`config.mk`:
```
export PLATFORM = sky130hd
export DESIGN_NAME = micro_sequencer
export DESIGN_NICKNAME = d
export VERILOG_FILES = /design/src/rtl/micro_sequencer_pkg.sv /design/src/rtl/micro_stack.sv /design/src/rtl/micro_sequencer.sv
export SDC_FILE = /design/constraint.sdc
export NUM_CORES = 1
export LEC_CHECK = 0
export ABC_AREA = 0
export BUFFER_PORTS_ARGS = -buffer_cell sky130_fd_sc_hd__buf_2
export CORE_ASPECT_RATIO = 0.6
export CORE_MARGIN = 10
export CORE_UTILIZATION = 52
export CTS_BUF_LIST = sky130_fd_sc_hd__clkbuf_8
export DETAILED_ROUTE_END_ITERATION = 10
export PLACE_DENSITY = 0.81
export SLEW_MARGIN = 20
export SYNTH_ARGS = -nofsm -noshare
export SYNTH_HDL_FRONTEND = slang
export SYNTH_SLANG_ARGS = --single-unit
```
`constraint.sdc`:
```
create_clock -name clk -period 5 [get_ports clk]
set_input_delay 0 -clock clk [delete_from_list [all_inputs] [get_ports clk]]
set_output_delay 0 -clock clk [all_outputs]
set_load 0.05 [all_outputs]
```
`src/rtl/micro_sequencer_pkg.sv`:
```
// Shared opcode encoding and default sizes for the microprogram sequencer.
package micro_sequencer_pkg;

    localparam int AW_DEFAULT    = 8;
    localparam int DEPTH_DEFAULT = 4;

    typedef enum logic [2:0] {
        CONT = 3'd0,
        JZ   = 3'd1,
        CJP  = 3'd2,
        CJS  = 3'd3,
        CRTN = 3'd4,
        LDCT = 3'd5,
        RPCT = 3'd6,
        PUSH = 3'd7
    } opcode_e;

endpackage

```
`src/rtl/micro_stack.sv`:
```
// Subroutine return-address LIFO. Pushing when full and popping when empty are
// silently ignored; the sequencer decides whether that counts as an error.
module micro_stack
    import micro_sequencer_pkg::*;
#(
    parameter int AW    = AW_DEFAULT,
    parameter int DEPTH = DEPTH_DEFAULT
) (
    input  logic          clk,
    input  logic          reset_n,
    input  logic          push,
    input  logic          pop,
    input  logic          clear,
    input  logic [AW-1:0] din,
    output logic [AW-1:0] top,
    output logic          empty,
    output logic          full
);

    localparam int CW = $clog2(DEPTH + 1);
    localparam int IW = (DEPTH > 1) ? $clog2(DEPTH) : 1;

    logic [AW-1:0] mem_q [DEPTH];
    logic [CW-1:0] count_q;

    // Entries are never reset: only the fill count decides what is valid.
    always_ff @(posedge clk) begin
        if (!reset_n || clear) begin
            count_q <= '0;
        end else if (push && !full) begin
            mem_q[IW'(count_q)] <= din;
            count_q             <= count_q + CW'(1);
        end else if (pop && !empty) begin
            count_q <= count_q - CW'(1);
        end
    end

    assign empty = (count_q == '0);
    assign full  = (count_q == CW'(DEPTH));
    assign top   = empty ? '0 : mem_q[IW'(count_q - CW'(1))];

endmodule

```
`src/rtl/micro_sequencer.sv`:
```
// Am2910-style microprogram sequencer: next-address mux, loop counter and a
// subroutine stack, with a sticky error flag for stack over/underflow.
module micro_sequencer
    import micro_sequencer_pkg::*;
#(
    parameter int AW    = AW_DEFAULT,
    parameter int DEPTH = DEPTH_DEFAULT
) (
    input  logic          clk,
    input  logic          reset_n,
    input  logic          hold,
    input  logic [2:0]    inst,
    input  logic          cc,
    input  logic [AW-1:0] d,
    output logic [AW-1:0] uaddr,
    output logic          stk_empty,
    output logic          stk_full,
    output logic          cnt_zero,
    output logic          stk_err
);

    logic [AW-1:0] uaddr_q, uaddr_d;
    logic [AW-1:0] cnt_q, cnt_d;
    logic          stkErr_q, stkErr_d;
    logic [AW-1:0] inc;
    logic [AW-1:0] stkTop;
    logic          stkPush, stkPop, stkClear, pushReq;

    micro_stack #(
        .AW    (AW),
        .DEPTH (DEPTH)
    ) u_stack (
        .clk     (clk),
        .reset_n (reset_n),
        .push    (stkPush),
        .pop     (stkPop),
        .clear   (stkClear),
        .din     (inc),
        .top     (stkTop),
        .empty   (stk_empty),
        .full    (stk_full)
    );

    // A refused push still advances uaddr exactly as a successful one would.
    always_comb begin
        inc      = uaddr_q + AW'(1);
        uaddr_d  = uaddr_q;
        cnt_d    = cnt_q;
        stkErr_d = stkErr_q;
        stkPush  = 1'b0;
        stkPop   = 1'b0;
        stkClear = 1'b0;
        pushReq  = 1'b0;
        if (!hold) begin
            uaddr_d = inc;
            case (opcode_e'(inst))
                CONT: ;
                JZ: begin
                    uaddr_d  = '0;
                    stkClear = 1'b1;
                end
                CJP: if (cc) uaddr_d = d;
                CJS: begin
                    if (cc) begin
                        pushReq = 1'b1;
                        uaddr_d = d;
                    end
                end
                CRTN: begin
                    if (cc) begin
                        if (stk_empty) begin
                            stkErr_d = 1'b1;
                        end else begin
                            uaddr_d = stkTop;
                            stkPop  = 1'b1;
                        end
                    end
                end
                LDCT: cnt_d = d;
                RPCT: begin
                    if (cnt_q != '0) begin
                        cnt_d   = cnt_q - AW'(1);
                        uaddr_d = d;
                    end
                end
                PUSH: begin
                    pushReq = 1'b1;
                    if (cc) cnt_d = d;
                end
            endcase
            if (pushReq) begin
                if (stk_full) stkErr_d = 1'b1;
                else          stkPush  = 1'b1;
            end
        end
    end

    always_ff @(posedge clk) begin
        if (!reset_n) begin
            uaddr_q  <= '0;
            cnt_q    <= '0;
            stkErr_q <= 1'b0;
        end else begin
            uaddr_q  <= uaddr_d;
            cnt_q    <= cnt_d;
            stkErr_q <= stkErr_d;
        end
    end

    assign uaddr    = uaddr_q;
    assign cnt_zero = (cnt_q == '0);
    assign stk_err  = stkErr_q;

endmodule

```
==> results.toml <==
[run_status]
status = "complete, no violations"

[setup_path]
end_kind = "register"
crit_path_frequent_cell = "and2_1"
cp.required_ps = 4980
worstPathArrival_ps = 2520
crit_chain = "inv_1 -> ha_1 -> and2_1 -> nand3b_1 -> nor2_1 -> and2_1"
critical-path-top-delay-family = "simple AND/OR/NAND/NOR gates"
path_class = "register to register"
crit_slowest_cell = "dfxtp_1"
max_stage_delay_ps = 710
cp_max_fo = 11
cp.buffers_inverters = 1
startpoint_type = "register"

[timing]
timing.final.hold_violations = 0
min_period_ps = 2540
setup_ws_ps = 2460
slew_headroom_pct = 41.5
setup_viol = 0
fin_crit_sh_pct = 50.8
finalClockSkew_ps = 13.2
setup_tns_ps = 0
rsz0062_at_grt = "no"
slew_viol_final = 0
clock.fmax_mhz = 394
tightest_slew_ps = 874

[routing]
route.detailed.drc = 0
vias_per_cell = 6.07
num_vias = 1966
routedWlPerCell_microns = 19.9
ant_nets = 0
dr.first_iter.drc_count = 262
routed_wl_microns = 6440
dr.pass1.iters = 4

[synthesis]
synth_top_family_by_area = "compound AO/OA/AOI/OAI gates"
synth-seq-cells = 52
synth_top_area_share_pct = 35.1
ys_types = 59
synth.mux.area_fraction_pct = 6.94
synth_compound_area_share_pct = 16.8
synth_area_leaders = "edfxtp_1 (35%), dfxtp_1 (15%), mux4_2 (6.6%)"
ys_seq_area_share_pct = 49.7
avgSynthCellArea_sq_um = 11.8
yosysWarnings = 0
syn_nets = 255
async_reset_ff_share_pct = 0
synth-simple-area-share_pct = 15.7
synth_flop_cell = "edfxtp_1"
synth.largest_area_cell = "edfxtp_1"
netlist_instances = 233
syn_area_sq_mm = 0.00274
synthXorXnorAreaFrac_pct = 2.56
synth_adder_area_share_pct = 3.20
synth_edf_count = 32

[die]
coreArea_sq_mm = 0.00508
die_w_microns = 114
die_area_sq_mm = 0.00867
initial_core_util_pct = 53.9
die_y_microns = 76.2
top_level_ports = 27
row_count = 20

[cells_and_area]
fill_cells = 433
drive_gt1_share_pct = 23.6
nets = 279
syn2layout_area_growth_pct = 8.08
n_antenna_cell = 0

[cts]
clkLatencyLatePin_ps = 320
clockRootBuffer = "clkbuf_8"
post_cts_buffers = 0
cts_resized = 0
htreeDepth = 2
clock_path_buffers = 2
cts_hold_buf = 0
cts_buffers = 5
cts_tree = "yes"
clkSlewWorstSetupHoldPaths_ps = 110
clock_sinks = 52

[placement]
dp_hpwl_microns = 4900
port_buffers = 26
pre_cts_ws_ps = 2460
place_congestion = 0.891

[hold_path]
hold_path_class = "input port to register"

[power]
p_per_area_mw_per_mm2 = 300
leakagePower_nw = 1.06
ir_worst_vdd_mv = 0.168

[job]
cap_violations = 0

[global_route]
grt_max_degree = 22
gr-total-overflow = 0
first_global_vias = 1909
grt_antenna_before_repair = 0
grt_pass1_wl_microns = 10400
grt_use_total_pct = 15.0
==> cell usage in the layout, fill, tap and decap left out, drive strengths merged, types with 7 or more instances in the layout <==
cell type,netlist,routed
inv,14,15
o21ai,18,18
mux4,8,8
and2,8,8
buf,6,26
nand2,7,7
dfxtp,20,20
a21oi,12,12
or2,9,9
ha,7,7
a22oi,8,8
edfxtp,32,32
nor2,21,21
==> worst min-delay path: stages <==
cell and delay [ps]:
buf_2 120, a221oi_1 90, a21oi_1 120
==> layout make-up <==
| class | instances | area, sq um | share of cell area [%] |
|---|---|---|---|
| tap | 66 | 82.6 | 2.79 |
| clock inverter | 3 | 27.5 | 0.929 |
| inverter | 14 | 52.6 | 1.77 |
| multi-input combinational | 158 | 1240 | 41.8 |
| clock buffer | 5 | 68.8 | 2.32 |
| timing repair buffer | 26 | 130 | 4.39 |
| sequential | 52 | 1360 | 46.0 |
==> flip-flops by register name, summed over array words and instances (netlist names) <==
register,cells
uaddr,8
stk_err,1
cnt_q,8
u_stack.count_q,3
u_stack.mem_q,32
==> cells in the mapped netlist, types with 2 or more instances <==
| cell type | number |
|---|---|
| nor4_1 | 2 |
| a31oi_1 | 5 |
| a21boi_1 | 2 |
| a32oi_1 | 2 |
| buf_2 | 2 |
| and2_1 | 8 |
| a22oi_1 | 6 |
| and3_1 | 2 |
| a221oi_1 | 2 |
| or2_0 | 6 |
| xor2_1 | 4 |
| dfxtp_1 | 20 |
| a21boi_0 | 3 |
| nor2b_1 | 2 |
| a21oi_1 | 11 |
| nand3b_1 | 4 |
| or2_2 | 3 |
| inv_1 | 14 |
| a21bo_2 | 2 |
| o21ai_0 | 17 |
| nor2_1 | 20 |
| ha_1 | 7 |
| nand2_1 | 7 |
| nand3_1 | 3 |
| xnor2_1 | 4 |
| mux4_2 | 8 |
| clkbuf_1 | 2 |
| edfxtp_1 | 32 |
| nand2b_1 | 3 |
==> stage by stage <==
stage          cell area [sq um]  utilization (%)  std cells  hold slack, ps  power [mW]
2_1_floorplan               2740                -        233             124       0.602
3_3_place_gp                2870             56.4        316             334       0.639
3_5_place_dp                2870             56.4        316             335       0.641
4_1_cts                     2960             58.3        324            31.0       0.891
5_1_grt                     2960             58.3        324            52.0       0.929
6_report                    2960             58.3        324            36.0       0.889
==> worst paths after layout <==
path                                        start                       endpoint  slack (ps)  cells after the start
setup / recovery  u_stack.count_q[0]$_SDFFE_PP0P_  u_stack.mem_q[3][1]$_DFFE_PP_        2460                      6
hold / removal                               d[7]          uaddr[7]$_SDFFE_PN0N_          40                      3
setup reg to reg  u_stack.count_q[0]$_SDFFE_PP0P_  u_stack.mem_q[3][1]$_DFFE_PP_        2460                      6
hold reg to reg              stk_err$_SDFFE_PN0N_           stk_err$_SDFFE_PN0N_         490                      1
==> per-layer routing <==
metal | global-route usage (%) | wire length, microns | vias to the layer above
met5 | 0 | 0 | -
met4 | 3.41 | 44 | 0
met3 | 5.74 | 767 | 7
met2 | 18.5 | 2420 | 102
met1 | 23.1 | 3210 | 944
li1 | - | - | 913
==> cells by family (layout without fill, tap and decap cells) <==
kind of cell,count (synthesis),in the layout
xor gates and xnor gates,8,8
muxes,9,9
AOI/OAI and AO/OA,63,63
buffers and inverters,23,48
and+or+nand+nor,71,71
DFF,52,52
adders and majority gates,7,7
==> power breakdown <==
part	switching [mW]	internal [mW]
logic	0.101	0.0514
registers	0.0130	0.468
clock network	0.154	0.103
Power figures use the tool's default switching activity.
